--- config.mk ---
export PLATFORM = sky130hd
export DESIGN_NAME = single_port_ram_be
export DESIGN_NICKNAME = d
export VERILOG_FILES = /design/src/rtl/sp_ram_pkg.sv /design/src/rtl/single_port_ram_be_core.sv /design/src/rtl/single_port_ram_be.sv
export SDC_FILE = /design/constraint.sdc
export NUM_CORES = 2
export LEC_CHECK = 0
export ABC_CLOCK_PERIOD_IN_PS = 4400
export BUFFER_PORTS_ARGS = -buffer_cell sky130_fd_sc_hd__buf_4
export CORE_UTILIZATION = 35
export CTS_CLUSTER_SIZE = 28
export DETAILED_ROUTE_END_ITERATION = 10
export GPL_TIMING_DRIVEN = 0
export PLACE_DENSITY_LB_ADDON = 0.12
export SETUP_SLACK_MARGIN = 0.05
export SYNTH_ARGS = -nofsm -noshare
export SYNTH_HDL_FRONTEND = slang
export SYNTH_SLANG_ARGS = --single-unit
--- constraint.sdc ---
create_clock -name clk -period 4.4 [get_ports clk]
set_input_delay 0.66 -clock clk [delete_from_list [all_inputs] [get_ports clk]]
set_output_delay 0.66 -clock clk [all_outputs]
set_load 0.02 [all_outputs]
--- src/rtl/sp_ram_pkg.sv ---
// Shared constants for the byte-enable single-port RAM: read-during-write
// mode codes and the clear/ready state encoding.
package sp_ram_pkg;

    localparam int RDW_READ_FIRST  = 0;
    localparam int RDW_WRITE_FIRST = 1;
    localparam int RDW_NO_CHANGE   = 2;

    typedef logic state_t;
    localparam state_t CLEAR = 1'b0;
    localparam state_t READY = 1'b1;

endpackage

--- src/rtl/single_port_ram_be_core.sv ---
// Storage array with byte-lane writes and a registered read-first read port.
module sp_ram_core #(
    parameter int addr_width = 6,
    parameter int data_width = 32,
    parameter int depth      = 64
) (
    input  logic                    clk,
    input  logic                    we,
    input  logic [data_width/8-1:0] be,
    input  logic [addr_width-1:0]   addr,
    input  logic [data_width-1:0]   data,
    input  logic                    re,
    output logic [data_width-1:0]   q
);

    localparam int unsigned LANES = data_width / 8;

    logic [data_width-1:0] mem [depth];

    // Read and write share one edge; the read sees the word before the write.
    always_ff @(posedge clk) begin
        if (we) begin
            for (int unsigned i = 0; i < LANES; i++) begin
                if (be[i]) mem[addr][8*i +: 8] <= data[8*i +: 8];
            end
        end
        if (re) q <= mem[addr];
    end

endmodule

--- src/rtl/single_port_ram_be.sv ---
// Single-port RAM with byte enables, selectable read-during-write behaviour,
// optional output register and a post-reset hardware clear of the array.
module single_port_ram_be
    import sp_ram_pkg::*;
#(
    parameter int addr_width = 6,
    parameter int data_width = 32,
    parameter int depth      = 64,
    parameter int rdw_mode   = 0,
    parameter int out_reg    = 0
) (
    input  logic                    clk,
    input  logic                    rst,
    input  logic                    en,
    input  logic                    we,
    input  logic [data_width/8-1:0] be,
    input  logic [addr_width-1:0]   addr,
    input  logic [data_width-1:0]   data,
    output logic [data_width-1:0]   q,
    output logic                    q_valid,
    output logic                    busy
);

    localparam int unsigned LANES = data_width / 8;
    localparam logic [addr_width-1:0] LAST = addr_width'(depth - 1);

    if (data_width % 8 != 0) begin : g_chk_width
        $error("single_port_ram_be: data_width must be a multiple of 8");
    end
    if (depth > (1 << addr_width)) begin : g_chk_depth
        $error("single_port_ram_be: depth exceeds address space");
    end
    if (rdw_mode > 2) begin : g_chk_mode
        $error("single_port_ram_be: rdw_mode must be 0, 1 or 2");
    end

    state_t                state;
    logic [addr_width-1:0] clr_cnt;

    always_ff @(posedge clk) begin
        if (rst) begin
            state   <= CLEAR;
            clr_cnt <= '0;
        end else if (state == CLEAR) begin
            if (clr_cnt == LAST) state <= READY;
            clr_cnt <= clr_cnt + 1'b1;
        end
    end

    assign busy = (state == CLEAR);

    logic in_range, acc, out_ev;
    assign in_range = int'(addr) < depth;
    assign acc      = en && !busy && !rst;
    assign out_ev   = acc && !(we && rdw_mode == RDW_NO_CHANGE);

    logic                    c_we, c_re;
    logic [LANES-1:0]        c_be;
    logic [addr_width-1:0]   c_addr;
    logic [data_width-1:0]   c_data, c_q;

    always_comb begin
        c_we   = 1'b0;
        c_be   = be;
        c_addr = addr;
        c_data = data;
        if (busy) begin
            c_we   = 1'b1;
            c_be   = '1;
            c_addr = clr_cnt;
            c_data = '0;
        end else if (acc && we && in_range) begin
            c_we = 1'b1;
        end
    end

    assign c_re = out_ev && in_range;

    sp_ram_core #(
        .addr_width (addr_width),
        .data_width (data_width),
        .depth      (depth)
    ) u_core (
        .clk  (clk),
        .we   (c_we),
        .be   (c_be),
        .addr (c_addr),
        .data (c_data),
        .re   (c_re),
        .q    (c_q)
    );

    // Side info is only captured on output-producing accesses so the
    // combined result holds its value along with the core read register.
    logic                  s1_valid, s1_zero, s1_wf;
    logic [data_width-1:0] s1_data, q1;
    logic [LANES-1:0]      s1_be;

    always_ff @(posedge clk) begin
        if (rst) begin
            s1_valid <= 1'b0;
            s1_zero  <= 1'b1;
            s1_wf    <= 1'b0;
            s1_data  <= '0;
            s1_be    <= '0;
        end else begin
            s1_valid <= out_ev;
            if (out_ev) begin
                s1_zero <= !in_range;
                s1_wf   <= we && (rdw_mode == RDW_WRITE_FIRST);
                s1_data <= data;
                s1_be   <= be;
            end
        end
    end

    always_comb begin
        q1 = c_q;
        if (s1_wf) begin
            for (int unsigned i = 0; i < LANES; i++) begin
                if (s1_be[i]) q1[8*i +: 8] = s1_data[8*i +: 8];
            end
        end
        if (s1_zero) q1 = '0;
    end

    if (out_reg != 0) begin : g_oreg
        logic [data_width-1:0] q_r;
        logic                  v_r;
        always_ff @(posedge clk) begin
            if (rst) begin
                q_r <= '0;
                v_r <= 1'b0;
            end else begin
                v_r <= s1_valid;
                if (s1_valid) q_r <= q1;
            end
        end
        assign q       = q_r;
        assign q_valid = v_r;
    end else begin : g_direct
        assign q       = q1;
        assign q_valid = s1_valid;
    end

endmodule

==> results.yml <==
timing:
  timing.final.crit_share_pct: 105
  slew_headroom_pct: -14.2
  fmax_mhz: 217
  fin_skew_ns: 0.0517
  rsz0062_at_grt: "true"
  holdWs_ns: 0.281
  setup_violations: 130
  final_hold_viol_count: 0
  worst_slack_ns: -0.202
  tightest_slew_ns: 1.71
  drv_slew: 154
  min_period_ns: 4.60
placed_design:
  post-dp-hpwl_um: 211000
  gp_congestion: 0.952
  numPortBuffers: 77
synth:
  async_reset_ff_share_pct: 0
  synth_edf_count: 2080
  synth_cell_types: 44
  syn_nets: 4069
  ys_ff_latch: 2089
  synth_seq_area_share_pct: 82.7
  avgSynthCellArea_um2: 18.8
  ys.flop_type: "edfxtp_1"
  ys_warn_count: 0
  synthesis.area_um2: 75800
  synthCells: 4022
route:
  viasPerCell: 6.31
  drcViolationCount: 0
  vias: 47100
  wl_um: 309000
  drtAntennaViolNets: 0
  first_pass_iters: 8
  drtIter0Drc: 9400
  wire_per_inst_um: 41.4
grt:
  antenna_found_initial: 23
  use_met1_pct: 39.3
  grt_util_met3_pct: 5.26
  track_usage_pct: 27.8
  overflow: 0
  grt_pass1_wl_um: 405000
  first_global_vias: 44000
  grtUsageMet2_pct: 41.6
  grt_busiest_layer: "met2"
  grt_start_max_net_pins: 65
critical_path:
  end_kind: "flip-flop"
  crit_type: "flip-flop to flip-flop"
  crit_arrival_ns: 5.13
  start_kind: "flip-flop"
  path_max_fanout: 10
  cp.required_ns: 4.93
floorplan:
  initial_core_util_pct: 35.3
  rows: 170
  io_pins: 80
  die_w_um: 467
  core_um2: 215000
  dieArea_um2: 218000
  die_h_um: 467
hold_path:
  hp-class: "input pin to flip-flop"
power_and_ir_drop:
  ir_worst_vdd_uv: 456
  total_power_w: 0.0423
  power.density_nw_per_um2: 471
  cellLeakagePower_nw: 28.5
clock_tree:
  cts.reportedPaths.clkPinSlew_ns: 0.07
  root_buffer: "clkbuf_16"
  cts_made_buffers: 221
  htree_levels: 4
  clock-sinks: 2089
  cts_buffer_depth: 3
  cts_tree: "built"
  insertion_delay_ns: 0.89
outcome:
  violations: "capacitance limit, slew limit, setup timing"
  run_status: "finished, violations left"
run:
  drv_cap: 17
finish:
  syn_to_final_growth_pct: 18.6
  drive_gt1_share_pct: 19.9
  nets: 4469
[worst paths after layout]
check             start            endpoint  slack (ns)  cells after the start
max               state  u_core.mem[26][12]       -0.20                      7
min                  en             q_valid        0.28                      3
min reg2reg  clr_cnt[5]               state        0.50                      2
max reg2reg       state  u_core.mem[26][12]       -0.20                      7
[layer usage]
layer  vias up  share of wire, %
met5         -             0.013
met4         6               5.1
met3       564                10
met2      3138                44
met1     24900                41
li1      18400                 -
[worst max-delay path: stages (launching register included)]
cell and delay [ns]:
dfxtp_1 0.47, buf_4 0.25, buf_4 0.22, buf_2 0.51, inv_2 0.33, a21oi_2 0.95, buf_1 1.06, nor3_2 0.37
[repair_timing]
action	4_1_cts	5_1_grt
buffers inserted	9	1
resized for setup	53	29
pin swaps	2	1
endpoints found under the setup margin	453	223
hold buffers	0	0
[logic make-up after synthesis]
family / Yosys count / synth area share (%)
xor+xnor: 5 / 0.0578
compound gates: 1038 / 11.5
flops: 2089 / 82.7
buf+inv: 344 / 1.94
fa+ha+maj: 1 / 0.0165
simple gates: 534 / 3.67
mux: 11 / 0.149
[registers in the layout (all words and copies together) (netlist names)]
register,cells
u_core.q,32
s1_zero,1
clr_cnt,6
u_core.mem,2048
state,1
q_valid,1
[layout by cell type (no fill, tap or decap), drive strengths merged, types with 98 or more instances in the layout]
cell type and n:
nor2 98, buf 294, a31oi 216, a222oi 502
clkinv 101, clkbuf 504, edfxtp 2080, nor3 256
a22oi 266
[through the flow]
stage	std cells	setup slack (ns)	utilization, %	TNS [ns]	instance area (um2)
2_1_floorplan	4022	0.377	-	0	75800
3_3_place_gp	6937	-3.32	37.2	-5779.18	79900
3_5_place_dp	7027	-0.583	38.3	-180.54	82200
4_1_cts	7440	-0.200	41.7	-3.81	89600
5_1_grt	7443	-0.141	41.8	-7.71	89800
6_report	7459	-0.202	41.8	-9.93	89800
[layout make-up]
type | instances | area, um2
buffer | 341 | 1520
sequential | 2089 | 62600
multi-input combinational | 1589 | 13100
fill | 19200 | 125000
clock buffer | 279 | 5860
clock inverter | 126 | 1140
antenna | 17 | 42.5
timing repair buffer | 179 | 2020
inverter | 1 | 3.75
tap | 2838 | 3550
[Yosys cell counts, types with 10 or more instances]
master       n  area [um2]
nand4_1     32         200
nor2b_1     34         213
a22oi_1    266        2000
a222oi_1   502        5020
a21oi_1     34         170
nor2_1      98         368
buf_1       10        37.5
and2_1      35         219
nor3_1     256        1280
edfxtp_1  2080       62500
clkbuf_1   228         856
nand3_1     38         190
a31oi_1    216        1350
buf_4       10        75.1
buf_2       91         455
nand2_1     10        37.5
[power by group]
part	internal, W	switching [W]	total (W)
combinational	0.000485	0.00179	0.00227
sequential	0.0217	0.0000246	0.0217
clock	0.0103	0.00800	0.0183
total	0.0325	0.00981	0.0423
(Power assumes the default switching activity.)
